===== config.mk =====
export PLATFORM = sky130hd
export DESIGN_NAME = piano_envelope
export DESIGN_NICKNAME = d
export VERILOG_FILES = /design/src/rtl/piano_envelope.sv
export SDC_FILE = /design/constraint.sdc
export NUM_CORES = 1
export LEC_CHECK = 0
export CAP_MARGIN = 20
export CORE_UTILIZATION = 25
export DETAILED_ROUTE_END_ITERATION = 12
export GPL_TIMING_DRIVEN = 0
export SYNTH_ARGS = -nofsm -noshare
export SYNTH_HDL_FRONTEND = slang
export SYNTH_SLANG_ARGS = --single-unit

===== constraint.sdc =====
create_clock -name CLK -period 2.33 [get_ports CLK]
set_input_delay 0.699 -clock CLK [delete_from_list [all_inputs] [get_ports CLK]]
set_output_delay 0.699 -clock CLK [all_outputs]
set_load 0.01 [all_outputs]

===== src/rtl/piano_envelope.sv =====
// ADSR amplitude envelope with 8-bit PWM gating for the piano speaker output.
// Optional feature macro: PIANO_RELEASE_TONE_EN (pitch measurement, tone regenerator, RELEASE state).
module piano_envelope #(
   parameter int          TICK_DIV      = 50000,
   parameter int          ATTACK_STEP   = 8,
   parameter int          DECAY_STEP    = 2,
   parameter int          SUSTAIN_LEVEL = 160,
   parameter int          RELEASE_STEP  = 4,
   parameter int          HP_W          = 20,
   parameter logic [3:0]  NOTE_NONE     = 4'd0
) (
   input  logic       CLK,
   input  logic       RESET,
   input  logic [3:0] note,
   input  logic       FREQ,
   output logic       AUDIO,
   output logic [7:0] level,
   output logic [2:0] env_state,
   output logic       active
);

   localparam int TW = (TICK_DIV > 2) ? $clog2(TICK_DIV) : 1;

   typedef enum logic [2:0] {
      S_IDLE    = 3'd0,
      S_ATTACK  = 3'd1,
      S_DECAY   = 3'd2,
      S_SUSTAIN = 3'd3,
      S_RELEASE = 3'd4
   } env_state_t;

   env_state_t    state, state_nxt;
   logic [7:0]    level_nxt;
   logic [3:0]    note_q;
   logic [TW-1:0] tick_cnt;
   logic          tick;
   logic [7:0]    pwm_cnt;
   logic          tone;
   logic          note_none;
   logic          note_chg;

   assign note_none = (note == NOTE_NONE);
   assign note_chg  = (note != note_q);
   assign tick      = (tick_cnt == TW'(TICK_DIV - 1));
   assign env_state = state;

   always_ff @(posedge CLK or posedge RESET) begin
      if (RESET) begin
         tick_cnt <= '0;
      end else if (tick) begin
         tick_cnt <= '0;
      end else begin
         tick_cnt <= tick_cnt + 1'b1;
      end
   end

   // Saturating level steps, computed at 9 bits so they never wrap.
   logic [8:0] att_sum, dec_diff;
   logic [7:0] att_lvl, dec_lvl;
   assign att_sum  = {1'b0, level} + 9'(ATTACK_STEP);
   assign att_lvl  = att_sum[8] ? 8'd255 : att_sum[7:0];
   assign dec_diff = {1'b0, level} - 9'(DECAY_STEP);
   assign dec_lvl  = (dec_diff[8] || (dec_diff[7:0] < 8'(SUSTAIN_LEVEL))) ?
                     8'(SUSTAIN_LEVEL) : dec_diff[7:0];

`ifdef PIANO_RELEASE_TONE_EN
   logic [8:0] rel_diff;
   logic [7:0] rel_lvl;
   assign rel_diff = {1'b0, level} - 9'(RELEASE_STEP);
   assign rel_lvl  = rel_diff[8] ? 8'd0 : rel_diff[7:0];
`endif

   always_comb begin
      state_nxt = state;
      level_nxt = level;
      if (tick) begin
         case (state)
            S_ATTACK: level_nxt = att_lvl;
            S_DECAY:  level_nxt = dec_lvl;
`ifdef PIANO_RELEASE_TONE_EN
            S_RELEASE: level_nxt = rel_lvl;
`endif
            default: ;
         endcase
      end
      // Note events take priority over level-driven transitions.
      case (state)
         S_IDLE: begin
            if (!note_none) state_nxt = S_ATTACK;
         end
         S_ATTACK, S_DECAY, S_SUSTAIN: begin
            if (note_none) begin
`ifdef PIANO_RELEASE_TONE_EN
               state_nxt = S_RELEASE;
`else
               state_nxt = S_IDLE;
               level_nxt = 8'd0;
`endif
            end else if (note_chg) begin
               state_nxt = S_ATTACK;
            end else if (tick && (state == S_ATTACK) && (att_lvl == 8'd255)) begin
               state_nxt = S_DECAY;
            end else if (tick && (state == S_DECAY) && (dec_lvl == 8'(SUSTAIN_LEVEL))) begin
               state_nxt = S_SUSTAIN;
            end
         end
`ifdef PIANO_RELEASE_TONE_EN
         S_RELEASE: begin
            if (!note_none) begin
               state_nxt = S_ATTACK;
            end else if (tick && (rel_lvl == 8'd0)) begin
               state_nxt = S_IDLE;
            end
         end
`endif
         default: state_nxt = S_IDLE;
      endcase
   end

   always_ff @(posedge CLK or posedge RESET) begin
      if (RESET) begin
         state  <= S_IDLE;
         level  <= 8'd0;
         active <= 1'b0;
         note_q <= NOTE_NONE;
      end else begin
         state  <= state_nxt;
         level  <= level_nxt;
         active <= (state_nxt != S_IDLE);
         note_q <= note;
      end
   end

`ifdef PIANO_RELEASE_TONE_EN
   logic            freq_q;
   logic            freq_edge;
   logic [HP_W-1:0] hp_cnt;
   logic [HP_W-1:0] half_period;
   logic [HP_W-1:0] regen_cnt;
   logic            regen_tone;
   logic            hp_ok;

   assign freq_edge = FREQ ^ freq_q;
   assign hp_ok     = (half_period != '0) && (half_period != '1);

   always_ff @(posedge CLK or posedge RESET) begin
      if (RESET) begin
         freq_q      <= 1'b0;
         hp_cnt      <= '0;
         half_period <= '0;
      end else begin
         freq_q <= FREQ;
         if (freq_edge) begin
            hp_cnt <= HP_W'(1);
            if (!note_none) half_period <= hp_cnt;
         end else if (hp_cnt != '1) begin
            hp_cnt <= hp_cnt + 1'b1;
         end
      end
   end

   // Regenerator restarts high on RELEASE entry and keeps the last measured pitch.
   always_ff @(posedge CLK or posedge RESET) begin
      if (RESET) begin
         regen_cnt  <= '0;
         regen_tone <= 1'b0;
      end else if ((state != S_RELEASE) && (state_nxt == S_RELEASE)) begin
         regen_cnt  <= HP_W'(1);
         regen_tone <= 1'b1;
      end else if (state == S_RELEASE) begin
         if (regen_cnt >= half_period) begin
            regen_cnt  <= HP_W'(1);
            regen_tone <= ~regen_tone;
         end else begin
            regen_cnt <= regen_cnt + 1'b1;
         end
      end
   end

   assign tone = (state == S_RELEASE) ? (regen_tone & hp_ok) : FREQ;
`else
   assign tone = FREQ;
`endif

   always_ff @(posedge CLK or posedge RESET) begin
      if (RESET) begin
         pwm_cnt <= 8'd0;
         AUDIO   <= 1'b0;
      end else begin
         pwm_cnt <= pwm_cnt + 8'd1;
         AUDIO   <= tone & (pwm_cnt < level);
      end
   end

endmodule


==> results of run 1 <==
[flip-flops by register name, indices dropped and copies added, names as in the netlist]
register   flops
pwm_cnt        8
tick_cnt      16
AUDIO          1
active         1
note_q         4
level          8
env_state      3
[through the flow]
step	hold WS, ps	total power [W]	std cells
floorplan	447	0.00100	232
global placement	473	0.00112	359
detailed placement	475	0.00113	359
CTS	486	0.00164	371
global route	491	0.00175	379
finish	481	0.00166	379
[logic make-up (layout without fill, tap and decap cells)]
logic type	Yosys count	in the layout	synth area share
AO/OA/AOI/OAI	46	46	0.144
flip-flops	41	41	0.444
buffers and inverters	20	59	0.0347
multiplexers	1	1	0.00433
other	1	1	0.00162
adder cells (fa/ha/maj)	12	12	0.0650
XOR/XNOR	25	25	0.0947
AND/OR/NAND/NOR	86	86	0.212
[final timing paths]
check | endpoint | slack (ps) | depth (start not counted)
setup / recovery | env_state[1] | 6 | 4
hold / removal | pwm_cnt[7] | 480 | 1
setup reg to reg | env_state[1] | 6 | 4
hold reg to reg | pwm_cnt[7] | 480 | 1
max in group asynchronous | level[2] | 840 | 2
min in group asynchronous | note_q[1] | 910 | 2
[report_power, final]
group	total [W]	switching [W]	leakage [nW]	internal (W)
Clock	0.000470	0.000235	0.0443	0.000235
Sequential	0.000766	0.0000238	0.513	0.000742
Combinational	0.000420	0.000236	0.649	0.000184
[routing by layer]
layer  vias to the layer above  global-route usage  wire length (um)
met4                         0              0.0356                41
met2                        36               0.195              2630
li1                        908                   -                 -
met1                       898               0.144              2430
met3                         6              0.0308               250
met5                         -                   0                 0
[area by class of cell]
class | instances | area, um2
clock buffers | 7 | 86.3
well taps | 108 | 135
multi-input cells | 171 | 1290
inverters | 14 | 52.6
fillers | 914 | 5920
plain buffers | 5 | 36.3
repair buffers | 33 | 295
flip-flops and latches | 41 | 1030
[cells in the mapped netlist, drive strengths merged, types with 2 or more instances]
cell / n / area share
and3: 4 / 0.011
and2: 3 / 0.0081
nor4: 3 / 0.015
xor2: 10 / 0.038
nor3: 6 / 0.013
a211oi: 6 / 0.022
o21a: 4 / 0.013
nand3: 14 / 0.030
nor2: 25 / 0.041
a21oi: 5 / 0.011
dfrtp: 41 / 0.44
buf: 4 / 0.0087
inv: 14 / 0.023
a21o: 3 / 0.0097
o21ai: 15 / 0.032
ha: 12 / 0.065
a221oi: 2 / 0.0076
and4: 3 / 0.011
nor2b: 2 / 0.0054
nand4: 6 / 0.016
nand2: 7 / 0.011
or4b: 2 / 0.012
xnor2: 15 / 0.057
or4: 2 / 0.0065
clkbuf: 2 / 0.0032
a2111oi: 2 / 0.016
nand2b: 2 / 0.0054
nor3b: 2 / 0.0065
[timing repair]
item                                    4_1_cts  5_1_grt
gates resized for setup                      12       13
setup buffers                                 5        9
cloned                                        0        0
pin swaps                                     2        8
endpoints found under the setup margin       10       14
==> results by stage, run 1 <==
Setup path:
- The class of the most critical setup path is flop to flop.
- The stage delay of the slowest cell on the critical path is 560 ps.
- The critical path endpoint category is a flop.
- The worst setup path is launched from a flop.
- The worst-path maximum fanout is 5.
- The arrival time of the worst setup path is 2510 ps.
- The worst register-to-register path begins at tick_cnt[11].
- The cell family contributing the most delay on the critical path is simple AND/OR/NAND/NOR gates.
- The most critical setup path has its startpoint at tick_cnt[11].
- The number of buffers and inverters on the critical path is 0.
- The required time of the critical path is 2510 ps.
- The signal on the critical path passes through or4bb_1 > nor4_4 > or4b_4 > a2111oi_4.
- The slowest stage of the critical path belongs to the cell sky130_fd_sc_hd__or4bb_1.

Drt:
- The first detailed-routing pass took 6 iterations.
- The routed layout has 1848 vias.
- The aggregate routed wire length is 5.36 mm.
- The first routing iteration left 93 violations.
- The average wire length per cell after detail routing is 14.1 um.
- After detailed routing, the number of remaining DRC violations is 0.
- The antenna violation net count after detailed routing is 0.
- In the routed layout, each cell is associated on average with a via count of 4.88.

Synth:
- The predominant post-synthesis flop cell is sky130_fd_sc_hd__dfrtp_1.
- Counting flops with a built-in enable in the synthesized netlist gives 0.
- Counting flops with an async set or reset pin after synthesis yields a share of 1.00.
- The share of the Yosys chip area taken by registers is 0.444.
- The combined area of all synthesized cells is 2310 um2.
- In this run, distinct cell masters in the synthesized netlist total 50.
- The gate count after technology mapping is 232.
- Counting flops and latches in the post-synthesis netlist gives 41.
- A synthesized cell averages 9.96 um2.
- The net count after synthesis is 251.
- The Yosys step of the flow raised 0 warnings.

CTS:
- The CTS sink count is 41.
- The number of buffers added to fix hold violations after cts is 0.
- TritonCTS built the clock tree.
- Clock-pin slew was measured on the worst setup and hold paths at 80 ps.
- The clock reaches the later pin of the worst-skew pair after 290 ps.
- The maximum clock path buffer count is 2.
- CTS built an H-tree with a depth of 2.
- The total clock buffers created by CTS is 5.
- The cell at the root of the clock tree is sky130_fd_sc_hd__clkbuf_8.

Pwr:
- The cell area power density is 566 nW/um2.
- The worst voltage drop across the vdd grid is 0.223 mV.
- The analysis attributes to cell leakage a power of 1.21 nW.

Floorplanning:
- The area of the core is 8850 um2.
- The floorplan step set the die height to 98.1 um.
- The die covers 9630 um2.
- From left edge to right edge, the die measures 98.1 um.
- The floorplan has 34 rows.
- The initial core utilization is 0.261.
- In this run the count of I/O pins placed on the die edge is 20.

Timing:
- The count of final setup violators is 0.
- The setup slack after layout is 6.42 ps.
- The pin slew with the least headroom to its limit is 905 ps.
- Counting I/O delays and the setup requirement, the final critical path takes 2320 ps.
- The normalized max-slew margin is 0.392.
- The final clock skew is 9.18 ps.
- The count of final max-slew check failures came to 0.
- The count of final hold-check violations is 0.
- Setup repair after global routing could not meet its margin everywhere.
- Static timing analysis puts the maximum clock frequency at 430 MHz.
- Of the available clock period, the critical path in the final layout requires 0.997.
- After routing, the total negative slack on setup checks comes to 0 ps.

GRT:
- In the global route stage, overall resource usage came out at 0.116.
- The maximum number of pins on one net before global-route repair is 42.
- The via count of the first global-routing pass is 1881.
- The number of antenna violations at the first check in global routing is 0.
- The global-route wire length before repair is 9.00 mm.
- The global route total overflow is 0.

Placed design:
- Detailed placement finished with a half-perimeter wire length of 3.54 mm.
- The last weighted congestion value of the routability-driven placer is 0.817.
- The cell area after placement is 2640 um2.
- The worst setup slack after placement is -938 ps.
- The number of buffers inserted by port buffering is 19.

Layout:
- After routing the design area is 2930 um2.
- The library cells used most frequently in the layout, excluding fill and tap cells, are 39 x sky130_fd_sc_hd__dfrtp_1, 25 x sky130_fd_sc_hd__nor2_1, 19 x sky130_fd_sc_hd__clkdlybuf4s50_1.
- After the last flow step, the layout net total stands at 290.
- Leaving out fill and tap cells, the most frequent cell in the layout is sky130_fd_sc_hd__dfrtp_1.
- For this run, the share of the core covered by cells in the final layout is 0.331.
- Relative to the synthesized area, the layout overhead comes to 26.6%.
- The share of layout cells above drive strength 1 is 0.177.
- The number of antenna diodes in the final layout is 0.

Hold path:
- The startpoint identified for the worst hold timing path is pwm_cnt[7].
- The worst hold path belongs to the class flop to flop.

Run:
- Max-cap violations in this run came to 0.

Run status:
- The run finished with clean final reports.
Power figures use the tool's default switching activity.
==> run 2, diff against run 1 <==
--- a/config.mk
+++ b/config.mk
@@ -6,9 +6,10 @@
 export NUM_CORES = 1
 export LEC_CHECK = 0
 export CAP_MARGIN = 20
-export CORE_UTILIZATION = 25
+export CORE_UTILIZATION = 40
 export DETAILED_ROUTE_END_ITERATION = 12
 export GPL_TIMING_DRIVEN = 0
+export PLACE_DENSITY = 0.58
 export SYNTH_ARGS = -nofsm -noshare
 export SYNTH_HDL_FRONTEND = slang
 export SYNTH_SLANG_ARGS = --single-unit
==> results by stage, run 2 (synthesis results as in run 1) <==
Run status:
- Result of the run: complete, no violations (unchanged).

Layout:
- The fill cell instance count of the final layout is 523 (was 914).
- The layout net count is 288 (was 290).
- Commonest non-fill, non-tap cells in the layout: 39 x sky130_fd_sc_hd__dfrtp_1, 25 x sky130_fd_sc_hd__nor2_1, 19 x sky130_fd_sc_hd__clkdlybuf4s50_1 (unchanged).
- The flip-flop count of the largest register, all copies and words added was 16 (unchanged).
- The most frequent standard cell in the layout excluding fill and tap cells is sky130_fd_sc_hd__dfrtp_1 (unchanged).
- The final non-filler cell area was 2860 um2 (was 2930 um2).
- The share of layout cells above drive strength 1 is 0.174 (was 0.177).
- Largest registers in the final layout: tick_cnt: 16 flops, level: 8 flops, pwm_cnt: 8 flops (unchanged).
- The count of antenna diodes in the layout came to 0 (unchanged).
- The register with the most flip-flops was tick_cnt (unchanged).
- The area added between synthesis and finish is 23.9% (was 26.6%).

Setup path:
- The required time of the critical path was 2530 ps (was 2510 ps).
- The worst reg2reg path endpoint is env_state[1] (unchanged).
- The slack of the worst reg-to-reg path is 6 ps (about the same).
- The arrival time of the worst setup path was 2520 ps (was 2510 ps).
- Cell breakdown of the critical path: or4b_4 > nor4_4 > or4b_4 > a2111oi_4 (was or4bb_1 > nor4_4 > or4b_4 > a2111oi_4).
- The critical path endpoint category is a flop (unchanged).
- The cell repeated most along the worst path is sky130_fd_sc_hd__or4b_4.
- The critical path startpoint category is a flop (unchanged).
- The cell with the largest stage delay on the worst path is sky130_fd_sc_hd__or4b_4 (was sky130_fd_sc_hd__or4bb_1).
- The class of the most critical setup path is flop to flop (unchanged).
- The worst-path maximum fanout is 5 (unchanged).
- The source of the worst register-to-register timing path is tick_cnt[7] (was tick_cnt[11]).
- The stage delay of the slowest cell on the critical path is 550 ps (was 560 ps).
- The number of cells traversed by the worst register-to-register path is 4 (unchanged).

Timing:
- The maximum achievable frequency is 430 MHz (about the same).
- The count of final hold-check violations is 0 (unchanged).
- RSZ-0062 raised after global routing: true (unchanged).
- The setup TNS is 0 ps (unchanged).
- The normalized max-slew margin was 0.438 (was 0.392).
- The pin slew with the least headroom to its limit came to 841 ps (was 905 ps).
- The part of the cycle the worst path needs came to 0.998 (was 0.997).
- The final clock skew is 10.1 ps (was 9.18 ps).
- The count of final max-slew check failures is 0 (unchanged).
- The count of final setup violators is 0 (unchanged).
- The clock period minus final worst setup slack is 2320 ps (about the same).

Pwr:
- The share of power burned in combinational logic is 0.255 (was 0.254).
- The internal power consumption came to 0.00115 W (was 0.00116 W).
- The leakage power of the design is 1.20 nW (was 1.21 nW).
- The fraction of power consumed by sequential logic is 0.462 (about the same).
- The cell area power density was 583 nW/um2 (was 566 nW/um2).
- The switching power of the nets came to 0.000518 W (was 0.000495 W).
- The net switching share of the total power came to 0.310 (was 0.299).
- The worst voltage drop across the vdd grid is 0.264 mV (was 0.223 mV).
- The power share of the clock group is 0.282 (was 0.284).

Placed design:
- The post-DP HPWL is 3.35 mm (was 3.54 mm).
- The cell area after placement came to 2590 um2 (was 2640 um2).
- The number of buffers inserted by port buffering is 19 (unchanged).
- The last weighted congestion value of the routability-driven placer is 0.866 (was 0.817).

Drt:
- The length of the first detailed-routing pass in iterations came to 4 (was 6).
- The initial DRC count was 129 (was 93).
- The aggregate routed wire length is 4.86 mm (was 5.36 mm).
- The detailed-route DRC error count was 0 (unchanged).
- The number of vias in the routed layout came to 1853 (was 1848).
- The antenna violation net count after detailed routing is 0 (unchanged).
- The average wire length per cell after detail routing came to 14.2 um (was 14.1 um).
- The number of vias per cell was 5.42 (was 4.88).

CTS:
- The CTS sink count is 41 (unchanged).
- The CTS tree is yes (unchanged).
- The number of buffers added to fix hold violations after cts is 0 (unchanged).
- The total clock buffers created by CTS came to 5 (unchanged).
- The maximum level of the CTS H-tree is 2 (unchanged).
- The clock latency on the worst-skew pair was 300 ps (was 290 ps).
- The register clock-pin slew on the reported worst setup and hold paths is 90 ps (was 80 ps).
- The maximum clock path buffer count is 2 (unchanged).
- The cell at the root of the clock tree is sky130_fd_sc_hd__clkbuf_8 (unchanged).

Floorplanning:
- The initial core utilization is 0.417 (was 0.261).
- The x dimension of the die was 78.0 um (was 98.1 um).
- The area of the core is 5540 um2 (was 8850 um2).
- The number of ports placed on the die boundary is 20 (unchanged).
- The overall die area was 6090 um2 (was 9630 um2).
- The placement row count was 27 (was 34).
- The vertical die dimension is 78.0 um (was 98.1 um).

Hold path:
- The worst hold path depth is 1 (unchanged).
- The startpoint of the worst hold path is pwm_cnt[7] (unchanged).
- The sink of the worst hold path is pwm_cnt[7] (unchanged).
- The type of the tightest min-delay check was flop to flop (unchanged).

GRT:
- The global route total overflow came to 0 (unchanged).
- The maximum number of pins on one net before global-route repair is 42 (unchanged).
- The number of antenna violations at the first check in global routing is 0 (unchanged).
- The via count of the first global-routing pass was 1782 (was 1881).
- The global-route wire length before repair is 8.53 mm (was 9.00 mm).
- The global router's overall resource usage is 0.177 (was 0.116).

Run:
- The number of max-capacitance violations reported is 0 (unchanged).
-- run 2: cell types whose count changed in the layout (fill, tap and decap cells not counted), sizes merged --
cell / change
clkinv: +1
clkbuf: -2
buf: -2
clkinvlp: +1
inv: +1
-- run 2: what timing repair did --
item                                    in CTS  in global routing
gates cloned                                 0                  0
buffers inserted                             1                 11
pin swaps                                    2                 11
endpoints found under the setup margin      10                 14
resized for setup                           11                 14
-- run 2: per-layer routing --
layer | wire, um | global-route usage
met1 | 2340 | 0.244
met2 | 2260 | 0.274
met3 | 180 | 0.0314
met4 | 82 | 0.0741
met5 | 0 | 0
-- run 2: worst max path at each step --
stage                      startpoint      endpoint  depth (start not counted)
final                     tick_cnt[7]  env_state[1]                          4
after global routing      tick_cnt[4]      level[0]                          5
after CTS                 tick_cnt[0]  env_state[1]                          5
after detailed placement      note[0]      level[3]                          5
after global placement        note[0]      level[3]                          5
after floorplan               note[0]      level[3]                          4
-- run 2: cell type report --
class | instances | area, um2 | share of cell area
well taps | 72 | 90.1 | 0.0315
clock buffers | 5 | 68.8 | 0.0240
inverters | 14 | 52.6 | 0.0183
multi-input cells | 171 | 1290 | 0.449
repair buffers | 31 | 280 | 0.0979
flip-flops and latches | 41 | 1030 | 0.359
plain buffers | 5 | 36.3 | 0.0127
clock inverters | 3 | 21.3 | 0.00743
-- run 2: metrics by stage --
step | worst slack (ps) | power, W | hold slack (ps) | instances | utilization
floorplan | 70.6 | 0.00100 | 447 | 232 | -
global placement | -903 | 0.00113 | 470 | 323 | 0.468
detailed placement | -881 | 0.00113 | 473 | 323 | 0.468
CTS | 14.3 | 0.00163 | 484 | 332 | 0.493
global route | -63.9 | 0.00177 | 511 | 342 | 0.517
finish | 5.62 | 0.00167 | 485 | 342 | 0.517
-- run 2: power groups by stage --
stage | Combinational (W) | Sequential, W | Clock [W]
finish | 0.000426 | 0.000772 | 0.000471
global route | 0.000468 | 0.000777 | 0.000528
CTS | 0.000368 | 0.000771 | 0.000490
detailed placement | 0.000344 | 0.000783 | 0
global placement | 0.000346 | 0.000782 | 0
floorplan | 0.000211 | 0.000791 | 0
-- run 2: worst max-delay path: cells and delay by family (launching register included) --
family / cells / cell delay [ps]
DFF: 1 / 410
AOI/OAI and AO/OA: 1 / 300
and+or+nand+nor: 3 / 1520
==> run 3, diff against run 2 <==
--- a/config.mk
+++ b/config.mk
@@ -6,10 +6,12 @@
 export NUM_CORES = 1
 export LEC_CHECK = 0
 export CAP_MARGIN = 20
-export CORE_UTILIZATION = 40
+export CORE_MARGIN = 2
+export CORE_UTILIZATION = 52
 export DETAILED_ROUTE_END_ITERATION = 12
 export GPL_TIMING_DRIVEN = 0
-export PLACE_DENSITY = 0.58
+export PLACE_DENSITY = 0.73
+export SETUP_SLACK_MARGIN = 0.1
 export SYNTH_ARGS = -nofsm -noshare
 export SYNTH_HDL_FRONTEND = slang
 export SYNTH_SLANG_ARGS = --single-unit
==> results by stage, run 3 (synthesis results as in run 1) <==
Timing:
- The count of final hold-check violations is 0 (unchanged).
- The count of final setup violators was 0 (unchanged).
- The final clock skew is 9.19 ps (was 10.1 ps).
- The setup slack after layout came to 33.2 ps (was 5.62 ps).
- The maximum achievable frequency is 435 MHz (was 430 MHz).
- The pin slew with the least headroom to its limit is 829 ps (was 841 ps).
- The clock period minus final worst setup slack came to 2300 ps (was 2320 ps).
- RSZ-0062 raised after global routing: true (unchanged).
- The count of final max-slew check failures was 0 (unchanged).
- The part of the cycle the worst path needs was 0.986 (was 0.998).
- The normalized max-slew margin was 0.447 (was 0.438).
- The tightest hold margin is 481 ps (was 485 ps).

CTS:
- The register clock-pin slew on the reported worst setup and hold paths is 80 ps (was 90 ps).
- The maximum clock path buffer count is 2 (unchanged).
- The total clock buffers created by CTS was 5 (unchanged).
- The number of buffers added to fix hold violations after cts is 0 (unchanged).
- The clock latency on the worst-skew pair is 290 ps (was 300 ps).
- The maximum level of the CTS H-tree was 2 (unchanged).
- The CTS sink count came to 41 (unchanged).
- The CTS tree is yes (unchanged).
- The cell at the root of the clock tree is sky130_fd_sc_hd__clkbuf_8 (unchanged).

Layout:
- The flip-flop count of the largest register, all copies and words added is 16 (unchanged).
- The final non-filler cell area was 2980 um2 (was 2860 um2).
- The share of layout cells above drive strength 1 is 0.226 (was 0.174).
- The most frequent standard cell in the layout excluding fill and tap cells was sky130_fd_sc_hd__dfrtp_1 (unchanged).
- The count of antenna diodes in the layout came to 0 (unchanged).
- Largest registers in the final layout: tick_cnt: 16 flops, level: 8 flops, pwm_cnt: 8 flops (unchanged).
- The fill cell instance count of the final layout came to 329 (was 523).
- The layout net count was 301 (was 288).
- The area added between synthesis and finish was 29.0% (was 23.9%).
- The register with the most flip-flops was tick_cnt (unchanged).
- The final non-filler cell total came to 335 (was 342).
- Commonest non-fill, non-tap cells in the layout: 41 x sky130_fd_sc_hd__dfrtp_1, 24 x sky130_fd_sc_hd__nor2_1, 23 x sky130_fd_sc_hd__buf_4 (was 39 x sky130_fd_sc_hd__dfrtp_1, 25 x sky130_fd_sc_hd__nor2_1, 19 x sky130_fd_sc_hd__clkdlybuf4s50_1).
- The post-route core utilization is 0.689 (was 0.517).

Setup path:
- The worst-path maximum fanout is 4 (was 5).
- The number of cells traversed by the worst register-to-register path is 4 (unchanged).
- The source of the worst register-to-register timing path is tick_cnt[5] (was tick_cnt[7]).
- The capture point of the critical path is env_state[1] (unchanged).
- The launch point of the worst path is tick_cnt[5] (was tick_cnt[7]).
- The critical path endpoint category is a flop (unchanged).
- The required time of the critical path came to 2520 ps (was 2530 ps).
- The slack of the worst reg-to-reg path is 30 ps (was 6 ps).
- The critical path startpoint category is a flop (unchanged).
- The worst reg2reg path endpoint is env_state[1] (unchanged).
- The arrival time of the worst setup path is 2490 ps (was 2520 ps).
- The class of the most critical setup path is flop to flop (unchanged).

GRT:
- The via count of the first global-routing pass came to 1767 (was 1782).
- The global router's overall resource usage is 0.207 (was 0.177).
- The maximum number of pins on one net before global-route repair came to 42 (unchanged).
- The global-route wire length before repair was 8.32 mm (was 8.53 mm).
- The global route total overflow is 0 (unchanged).
- The number of antenna violations at the first check in global routing is 0 (unchanged).

Run:
- The number of max-capacitance violations reported was 0 (unchanged).

Hold path:
- The type of the tightest min-delay check is flop to flop (unchanged).
- The startpoint of the worst hold path is pwm_cnt[7] (unchanged).

Floorplanning:
- The initial core utilization is 0.534 (was 0.417).
- The area of the core came to 4320 um2 (was 5540 um2).
- The placement row count came to 24 (was 27).
- The vertical die dimension is 70.7 um (was 78.0 um).
- The overall die area came to 4990 um2 (was 6090 um2).
- The number of ports placed on the die boundary was 20 (unchanged).
- The x dimension of the die came to 70.7 um (was 78.0 um).

Placed design:
- The count of placed standard cells including taps came to 303 (was 323).
- The number of buffers inserted by port buffering came to 19 (unchanged).
- The post-DP HPWL came to 3.23 mm (was 3.35 mm).
- The cell area after placement is 2570 um2 (was 2590 um2).
- The last weighted congestion value of the routability-driven placer is 0.910 (was 0.866).
- The worst setup slack after placement is -528 ps (was -881 ps).

Run status:
- Result of the run: complete, no violations (unchanged).

Drt:
- The number of vias per cell is 5.79 (was 5.42).
- The detailed-route DRC error count is 0 (unchanged).
- The number of vias in the routed layout is 1939 (was 1853).
- The antenna violation net count after detailed routing is 0 (unchanged).
- The aggregate routed wire length is 5.06 mm (was 4.86 mm).
- The initial DRC count is 117 (was 129).
- The average wire length per cell after detail routing came to 15.1 um (was 14.2 um).
- The length of the first detailed-routing pass in iterations is 4 (unchanged).

Pwr:
- The worst voltage drop across the vdd grid is 0.409 mV (was 0.264 mV).
- The cell area power density is 563 nW/um2 (was 583 nW/um2).
- The leakage power of the design is 1.28 nW (was 1.20 nW).
-- run 3: changes by cell type in the layout (fill, tap and decap cells not counted), sizes merged --
cell | previous run | this run
buf | 16 | 29
clkbuf | 6 | 7
clkinv | 1 | 2
clkinvlp | 1 | 0
inv | 15 | 14
-- run 3: layout make-up --
class                   instances  area [um2]  area share
plain buffers                   5        36.3      0.0122
clock buffers                   6        72.6      0.0243
clock inverters                 2        10.0     0.00336
inverters                      14        52.6      0.0176
multi-input cells             171        1330       0.447
flip-flops and latches         41        1030       0.344
well taps                      52        65.1      0.0218
repair buffers                 44         385       0.129
-- run 3: worst min path at each step --
stage / depth (start not counted) / end
3_5_place_dp: 1 / pwm_cnt[7]
5_1_grt: 1 / pwm_cnt[7]
3_3_place_gp: 1 / pwm_cnt[7]
4_1_cts: 1 / pwm_cnt[7]
2_1_floorplan: 1 / pwm_cnt[0]
6_report: 1 / pwm_cnt[7]
-- run 3: what timing repair did --
action                                  CTS  global route
endpoints found under the setup margin   10             9
cloned                                    0             0
pin swaps                                 5            10
buffers inserted                          8            17
gates resized for setup                  13            21
-- run 3: critical path, stage by stage (launching register included) --
cell and delay (ps):
sky130_fd_sc_hd__dfrtp_1 410, sky130_fd_sc_hd__or4bb_4 560, sky130_fd_sc_hd__nor4_4 380, sky130_fd_sc_hd__or4b_4 530, sky130_fd_sc_hd__a2111oi_4 300
-- run 3: stage by stage --
stage	total power, W	setup TNS (ps)
after floorplan	0.00100	0
after global placement	0.00112	-8990
after detailed placement	0.00112	-3420
after CTS	0.00161	0
after global routing	0.00176	-22.0
final	0.00168	0
-- run 3: power breakdown --
group	leakage [nW]	switching (W)	total, W	internal (W)
sequential	0.516	0.0000265	0.000768	0.000741
combinational	0.723	0.000243	0.000457	0.000214
clock	0.0450	0.000245	0.000452	0.000208
total	1.28	0.000514	0.00168	0.00116
-- run 3: layer usage --
metal  GRT usage  wire, um  up-vias
li1            -         -      938
met1       0.281      2310      948
met2       0.335      2490       45
met3      0.0385       175        8
met4      0.0755        83        0
met5           0         0        -
